### src/rtl/writeback_stage_if.sv
// Write-back stage bus: MEM-stage results in, decode issue/operand queries in,
// register-file write port and hazard/bypass/status signals out.
// Ports: master = upstream pipeline/decode side, slave = writeback_stage.
interface writeback_stage_if #(
  parameter int DATA_W = 16,
  parameter int NREG   = 8
);
  localparam int AW = $clog2(NREG);

  // MEM stage result
  logic              mem_valid;
  logic              mem_RegWrite;
  logic              mem_MemtoReg;
  logic [AW-1:0]     mem_dest_reg;
  logic [DATA_W-1:0] mem_alu_result;
  logic [DATA_W-1:0] mem_read_data;

  // decode issue and operand lookups
  logic              issue_valid;
  logic              issue_RegWrite;
  logic [AW-1:0]     issue_dest_reg;
  logic [AW-1:0]     rs1_addr;
  logic [AW-1:0]     rs2_addr;
  logic              rs1_use;
  logic              rs2_use;

  // register-file write port
  logic              RegWrite;
  logic [AW-1:0]     write_register;
  logic [DATA_W-1:0] write_Data;

  // hazard control and status
  logic              hazard_stall;
  logic              bypass_1_en;
  logic              bypass_2_en;
  logic              sb_overflow;
  logic              sb_underflow;

  modport master (
    output mem_valid, mem_RegWrite, mem_MemtoReg, mem_dest_reg,
           mem_alu_result, mem_read_data,
           issue_valid, issue_RegWrite, issue_dest_reg,
           rs1_addr, rs2_addr, rs1_use, rs2_use,
    input  RegWrite, write_register, write_Data,
           hazard_stall, bypass_1_en, bypass_2_en,
           sb_overflow, sb_underflow
  );

  modport slave (
    input  mem_valid, mem_RegWrite, mem_MemtoReg, mem_dest_reg,
           mem_alu_result, mem_read_data,
           issue_valid, issue_RegWrite, issue_dest_reg,
           rs1_addr, rs2_addr, rs1_use, rs2_use,
    output RegWrite, write_register, write_Data,
           hazard_stall, bypass_1_en, bypass_2_en,
           sb_overflow, sb_underflow
  );
endinterface

### src/rtl/writeback_stage.sv
// Write-back stage: MEM/WB register + result mux driving the register-file
// write port, plus a per-register pending-write scoreboard for decode.
// Latency: 1 cycle MEM -> write port. Backpressure: hazard_stall (combinational)
// refuses an issue on an unresolved RAW operand or a full destination counter.
// Ports: clk, rst_n (async active-low), bus (writeback_stage_if.slave).
module writeback_stage #(
  parameter int DATA_W = 16,
  parameter int NREG   = 8,
  parameter int CNT_W  = 2
) (
  input logic              clk,
  input logic              rst_n,
  writeback_stage_if.slave bus
);
  localparam int AW = $clog2(NREG);
  localparam logic [CNT_W-1:0] CNT_MAX  = '1;
  localparam logic [CNT_W-1:0] CNT_ONE  = CNT_W'(1);
  localparam logic [CNT_W-1:0] CNT_ZERO = '0;

  // MEM/WB pipeline register
  logic              r_wb_valid;
  logic              r_wb_regwrite;
  logic [AW-1:0]     r_wb_dest;
  logic [DATA_W-1:0] r_wb_data;

  // scoreboard
  logic [CNT_W-1:0]  r_cnt [NREG];
  logic              r_overflow;
  logic              r_underflow;

  logic              w_retire;
  logic              w_issue_fire;
  logic              w_pend_1;
  logic              w_pend_2;
  logic              w_byp_1;
  logic              w_byp_2;
  logic              w_full;
  logic              w_stall;
  logic [CNT_W-1:0]  w_cnt_rs1;
  logic [CNT_W-1:0]  w_cnt_rs2;
  logic [CNT_W-1:0]  w_cnt_dst;
  logic [NREG-1:0]   w_inc;
  logic [NREG-1:0]   w_dec;

  // Dest/data only move on a real register write so that the write port
  // keeps showing the last written register while idle.
  always_ff @(posedge clk or negedge rst_n) begin
    if (!rst_n) begin
      r_wb_valid    <= 1'b0;
      r_wb_regwrite <= 1'b0;
      r_wb_dest     <= '0;
      r_wb_data     <= '0;
    end else begin
      r_wb_valid <= bus.mem_valid;
      if (bus.mem_valid) begin
        r_wb_regwrite <= bus.mem_RegWrite;
        if (bus.mem_RegWrite) begin
          r_wb_dest <= bus.mem_dest_reg;
          r_wb_data <= bus.mem_MemtoReg ? bus.mem_read_data : bus.mem_alu_result;
        end
      end
    end
  end

  assign w_retire           = r_wb_valid & r_wb_regwrite;
  assign bus.RegWrite       = w_retire;
  assign bus.write_register = r_wb_dest;
  assign bus.write_Data     = r_wb_data;

  assign w_cnt_rs1 = r_cnt[bus.rs1_addr];
  assign w_cnt_rs2 = r_cnt[bus.rs2_addr];
  assign w_cnt_dst = r_cnt[bus.issue_dest_reg];

  // An operand whose only outstanding write is on the port right now can be
  // forwarded instead of stalling.
  assign w_pend_1 = bus.rs1_use & (w_cnt_rs1 != CNT_ZERO);
  assign w_pend_2 = bus.rs2_use & (w_cnt_rs2 != CNT_ZERO);
  assign w_byp_1  = w_pend_1 & (w_cnt_rs1 == CNT_ONE) & w_retire &
                    (r_wb_dest == bus.rs1_addr);
  assign w_byp_2  = w_pend_2 & (w_cnt_rs2 == CNT_ONE) & w_retire &
                    (r_wb_dest == bus.rs2_addr);

  // A saturated counter may still accept an issue when it retires this edge.
  assign w_full = bus.issue_valid & bus.issue_RegWrite & (w_cnt_dst == CNT_MAX) &
                  ~(w_retire & (r_wb_dest == bus.issue_dest_reg));

  assign w_stall      = (w_pend_1 & ~w_byp_1) | (w_pend_2 & ~w_byp_2) | w_full;
  assign w_issue_fire = bus.issue_valid & bus.issue_RegWrite & ~w_stall;

  assign bus.hazard_stall = w_stall;
  assign bus.bypass_1_en  = w_byp_1;
  assign bus.bypass_2_en  = w_byp_2;
  assign bus.sb_overflow  = r_overflow;
  assign bus.sb_underflow = r_underflow;

  always_comb begin
    w_inc = '0;
    w_dec = '0;
    for (int i = 0; i < NREG; i++) begin
      w_inc[i] = w_issue_fire & (bus.issue_dest_reg == AW'(i));
      w_dec[i] = w_retire & (r_wb_dest == AW'(i));
    end
  end

  // Increment and decrement of the same register cancel. Saturation at either
  // end sets the matching sticky error flag.
  always_ff @(posedge clk or negedge rst_n) begin
    if (!rst_n) begin
      for (int i = 0; i < NREG; i++) r_cnt[i] <= '0;
      r_overflow  <= 1'b0;
      r_underflow <= 1'b0;
    end else begin
      for (int i = 0; i < NREG; i++) begin
        case ({w_inc[i], w_dec[i]})
          2'b10: begin
            if (r_cnt[i] == CNT_MAX) r_overflow <= 1'b1;
            else                     r_cnt[i] <= r_cnt[i] + CNT_ONE;
          end
          2'b01: begin
            if (r_cnt[i] == CNT_ZERO) r_underflow <= 1'b1;
            else                      r_cnt[i] <= r_cnt[i] - CNT_ONE;
          end
          default: ;
        endcase
      end
    end
  end
endmodule

### src/flat_wrapper.sv
// flat-port wrapper written by rule: the top's interface ports become plain ports
module writeback_stage_flat 
#(
  parameter int DATA_W = 16,
  parameter int NREG   = 8,
  parameter int CNT_W  = 2
)
  (clk, rst_n, bus_mem_valid, bus_mem_RegWrite, bus_mem_MemtoReg, bus_mem_dest_reg, bus_mem_alu_result, bus_mem_read_data, bus_issue_valid, bus_issue_RegWrite, bus_issue_dest_reg, bus_rs1_addr, bus_rs2_addr, bus_rs1_use, bus_rs2_use, bus_RegWrite, bus_write_register, bus_write_Data, bus_hazard_stall, bus_bypass_1_en, bus_bypass_2_en, bus_sb_overflow, bus_sb_underflow);
  writeback_stage_if #(.DATA_W(DATA_W), .NREG(NREG)) bus_i ();
  input logic clk;
  input logic rst_n;
  input wire logic [$bits(bus_i.mem_valid)-1:0] bus_mem_valid;
  input wire logic [$bits(bus_i.mem_RegWrite)-1:0] bus_mem_RegWrite;
  input wire logic [$bits(bus_i.mem_MemtoReg)-1:0] bus_mem_MemtoReg;
  input wire logic [$bits(bus_i.mem_dest_reg)-1:0] bus_mem_dest_reg;
  input wire logic [$bits(bus_i.mem_alu_result)-1:0] bus_mem_alu_result;
  input wire logic [$bits(bus_i.mem_read_data)-1:0] bus_mem_read_data;
  input wire logic [$bits(bus_i.issue_valid)-1:0] bus_issue_valid;
  input wire logic [$bits(bus_i.issue_RegWrite)-1:0] bus_issue_RegWrite;
  input wire logic [$bits(bus_i.issue_dest_reg)-1:0] bus_issue_dest_reg;
  input wire logic [$bits(bus_i.rs1_addr)-1:0] bus_rs1_addr;
  input wire logic [$bits(bus_i.rs2_addr)-1:0] bus_rs2_addr;
  input wire logic [$bits(bus_i.rs1_use)-1:0] bus_rs1_use;
  input wire logic [$bits(bus_i.rs2_use)-1:0] bus_rs2_use;
  output wire logic [$bits(bus_i.RegWrite)-1:0] bus_RegWrite;
  output wire logic [$bits(bus_i.write_register)-1:0] bus_write_register;
  output wire logic [$bits(bus_i.write_Data)-1:0] bus_write_Data;
  output wire logic [$bits(bus_i.hazard_stall)-1:0] bus_hazard_stall;
  output wire logic [$bits(bus_i.bypass_1_en)-1:0] bus_bypass_1_en;
  output wire logic [$bits(bus_i.bypass_2_en)-1:0] bus_bypass_2_en;
  output wire logic [$bits(bus_i.sb_overflow)-1:0] bus_sb_overflow;
  output wire logic [$bits(bus_i.sb_underflow)-1:0] bus_sb_underflow;
  assign bus_i.mem_valid = bus_mem_valid;
  assign bus_i.mem_RegWrite = bus_mem_RegWrite;
  assign bus_i.mem_MemtoReg = bus_mem_MemtoReg;
  assign bus_i.mem_dest_reg = bus_mem_dest_reg;
  assign bus_i.mem_alu_result = bus_mem_alu_result;
  assign bus_i.mem_read_data = bus_mem_read_data;
  assign bus_i.issue_valid = bus_issue_valid;
  assign bus_i.issue_RegWrite = bus_issue_RegWrite;
  assign bus_i.issue_dest_reg = bus_issue_dest_reg;
  assign bus_i.rs1_addr = bus_rs1_addr;
  assign bus_i.rs2_addr = bus_rs2_addr;
  assign bus_i.rs1_use = bus_rs1_use;
  assign bus_i.rs2_use = bus_rs2_use;
  assign bus_RegWrite = bus_i.RegWrite;
  assign bus_write_register = bus_i.write_register;
  assign bus_write_Data = bus_i.write_Data;
  assign bus_hazard_stall = bus_i.hazard_stall;
  assign bus_bypass_1_en = bus_i.bypass_1_en;
  assign bus_bypass_2_en = bus_i.bypass_2_en;
  assign bus_sb_overflow = bus_i.sb_overflow;
  assign bus_sb_underflow = bus_i.sb_underflow;
  writeback_stage #(.DATA_W(DATA_W), .NREG(NREG), .CNT_W(CNT_W)) u_core (.clk(clk), .rst_n(rst_n), .bus(bus_i));
endmodule
### config.mk
export PLATFORM = sky130hd
export DESIGN_NAME = writeback_stage_flat
export DESIGN_NICKNAME = d
export VERILOG_FILES = /design/src/rtl/writeback_stage_if.sv /design/src/rtl/writeback_stage.sv /design/src/flat_wrapper.sv
export SDC_FILE = /design/constraint.sdc
export NUM_CORES = 1
export LEC_CHECK = 0
export ABC_AREA = 1
export CORE_ASPECT_RATIO = 0.7
export CORE_UTILIZATION = 38
export DETAILED_ROUTE_END_ITERATION = 7
export HOLD_SLACK_MARGIN = 0.06
export PLACE_DENSITY = 0.67
export SLEW_MARGIN = 0
export SYNTH_ARGS = -nofsm -noshare
export SYNTH_HDL_FRONTEND = slang
export SYNTH_SLANG_ARGS = --single-unit
### constraint.sdc
create_clock -name clk -period 6.7 [get_ports clk]
set_input_delay 2.01 -clock clk [delete_from_list [all_inputs] [get_ports clk]]
set_output_delay 2.01 -clock clk [all_outputs]
set_load 0.01 [all_outputs]
==> impl_metrics.ini <==
[cells_and_area]
post-route-util = 0.531
multi_input_area_mm2 = 0.00170
final_common_cell = nand2_1
drive_gt1_frac = 0.0875
stdcell_area_mm2 = 0.00396
area_growth_pct = 32.1
regArea_um2 = 976
fillers = 739
final_cell_mix = nand2_1 (111), clkdlybuf4s50_1 (76), nor2_1 (65), inv_1 (51), a21oi_1 (40)
final_nets = 592
insertedDiodeCount = 0

[timing]
rsz0062_at_grt = false
holdWs_ns = 0.528
skew_ns = 0.00569
fin_crit_ns = 6.32
finalSetupTns_ns = 0
timing.final.crit_share = 0.944
setup_viol = 0
tightest_slew_ns = 0.892
maxSlewHeadroom = 0.390
finalHoldViolCount = 0
max_freq_mhz = 158
drv_slew = 0

[detailed_routing]
drc = 0
routed_wl_um = 8780
drt-initial-drc-count = 217
ant_nets = 0
routed_via_density = 5.04
dr.pass1.iters = 5
wl_per_cell_um = 14.1
dr_total_vias = 3146

[worst_setup_path]
required_ns = 4.69
cp_slowest_cell = clkdlybuf4s50_1
critPathMostFrequentCell = clkdlybuf4s50_1
path_cells = clkdlybuf4s50_1 > inv_2 > o21ai_0 > nor2_1 > nand2_1 > nand3_1 > a21boi_1 > nor2_4 > inv_1 > clkdlybuf4s50_1
path_class = primary input to output port
path_buf_inv = 4
start_kind = primary input
max_stage_delay_ns = 0.75
path_delay_family = buffers and inverters
critPathMaxFanout = 14
arrival_ns = 4.31
cp-end-kind = output port

[clock_network]
root_buffer = clkbuf_8
cts_setup_buffers = 0
clkSinkCount = 39
cts-htree-levels = 2
ctsResizeCount = 0
cts_tree = done
cts_buffer_depth = 2
path_clk_slew_ns = 0.08
clk_latency_ns = 0.29
hold_buffers = 0
cts_buffers = 5

[yosys]
yosys-mux-area-fraction = 0
syn_area_mm2 = 0.00300
yosysSeqAreaShare = 0.326
synth_cell_types = 34
synth_area_leaders = dfrtp_1 (33%), nand2_1 (14%), nor2_1 (8.1%)
yosys_warnings = 0
synth_compound_area_frac = 0.134
yosysTopAreaCell = dfrtp_1
syn_inst = 453
synth_top_family_by_area = simple AND/OR/NAND/NOR gates
synthAdderAreaFrac = 0.0585
synth-xor-area-share = 0.0263
synth_top_area_frac = 0.326
avgSynthCellArea_um2 = 6.62
synth_nets = 520
yosys.area_share.simple = 0.348
ys_ff_latch = 39

[die]
core_mm2 = 0.00745
dieArea_mm2 = 0.00825
fp.dieH_um = 76.3
io_pins = 78
start_util = 0.402
rows = 26
die_width_um = 108

[placement]
hpwl_um = 6970
dpl_cell_area_mm2 = 0.00382
numPortBuffers = 77
gp_congestion = 0.909

[global_routing]
grtUsageTotal = 0.225
grt_pass1_wl_um = 14500
grt_max_degree = 40
grt_pass1_vias = 3002
grt_overflow = 0
antenna_found_initial = 0

[power]
leakage_nw = 1.87
power_mw = 0.999
power_frac_seq = 0.379
switching_power_mw = 0.395
p_int_mw = 0.604
pwr-share-comb = 0.387
pwr_density_cell_mw_per_mm2 = 252
max-vdd-ir-drop_uv = 143
clkPwrFrac = 0.234
power_switching_share = 0.395

[flow_run]
drv_cap = 0

[min_path]
hold_path.class = register to register

[run_status]
status = complete, no violations
-- flip-flops by register name (all words and copies together) (netlist names) --
| name | cells |
|---|---|
| u_core.bus.write_Data | 16 |
| u_core.r_cnt | 16 |
| u_core.bus.write_register | 3 |
| u_core.bus.sb_overflow | 1 |
| u_core.bus.sb_underflow | 1 |
| u_core.r_wb_regwrite | 1 |
| u_core.r_wb_valid | 1 |
-- final timing paths --
kind / start / endpoint / slack (ns) / cells past startpoint
max in group asynchronous: rst_n / u_core.bus.sb_overflow / 4.31 / 1
setup reg to reg: u_core.bus.write_register[0] / u_core.bus.sb_underflow / 3.10 / 18
hold / removal: u_core.bus.write_Data[11] / u_core.bus.write_Data[11] / 0.53 / 2
hold reg to reg: u_core.bus.write_Data[11] / u_core.bus.write_Data[11] / 0.53 / 2
min in group asynchronous: rst_n / u_core.bus.write_Data[8] / 1.83 / 1
setup / recovery: bus_rs1_addr[0] / bus_hazard_stall / 0.38 / 10
-- kinds of logic (layout without fill, tap and decap cells) --
kind of cell / after synthesis / after routing
and+or+nand+nor: 237 / 237
xor gates and xnor gates: 9 / 9
adders and majority gates: 14 / 14
AOI/OAI and AO/OA: 72 / 72
DFF: 39 / 39
buffers and inverters: 82 / 155
-- worst reg2reg max path, delay by kind of cell, from the launching register on --
kind	cells	cell delay, ns
adders and majority gates	1	0.20
buffers and inverters	2	0.17
AOI/OAI and AO/OA	1	0.78
and+or+nand+nor	14	1.74
DFF	1	0.58
-- area by class of cell --
type / count / share of cell area
clock inverter: 2 / 0.0152
multi-input combinational: 332 / 0.429
clock buffer: 6 / 0.0183
timing repair buffer: 77 / 0.193
tap: 98 / 0.0310
inverter: 70 / 0.0667
sequential: 39 / 0.247
-- power groups by stage --
stage	Combinational [mW]	Clock, mW	Sequential (mW)
CTS	0.383	0.239	0.376
detailed placement	0.381	0	0.380
global route	0.439	0.248	0.388
global placement	0.376	0	0.379
floorplan	0.233	0	0.363
finish	0.386	0.234	0.378
-- metrics by stage --
step | instances | setup slack (ns)
final | 624 | 0.376
after global routing | 624 | 0.190
after CTS | 624 | 0.363
after detailed placement | 616 | 0.381
after global placement | 616 | 0.532
after floorplan | 453 | 1.83
-- Yosys cell counts --
cell / instances
nor3_1: 2
and3_1: 1
nand3_1: 33
o22ai_1: 1
nor2_4: 2
a21oi_2: 1
inv_1: 51
o21ai_1: 6
nor3_2: 3
a21oi_4: 1
a2111oi_0: 1
nand2_1: 111
o21ai_0: 14
nand2_4: 2
nand4_1: 4
o21bai_1: 1
nor2_1: 65
nand3b_1: 3
nor2_2: 1
xor2_1: 9
clkbuf_1: 6
a211oi_1: 1
nand2_2: 7
buf_2: 3
nand3_2: 2
ha_1: 14
dfrtp_1: 39
a21oi_1: 40
a21boi_1: 1
o211ai_1: 5
inv_2: 18
clkinv_2: 1
nor3b_1: 1
buf_4: 3
-- metal layers --
layer  track usage  vias up  wire, µm
met5             0        -         0
met4        0.0397        0        62
met3        0.0505        6       616
met2         0.345      101      3910
met1         0.324     1465      4180
li1              -     1574         -
(Power assumes the default switching activity.)
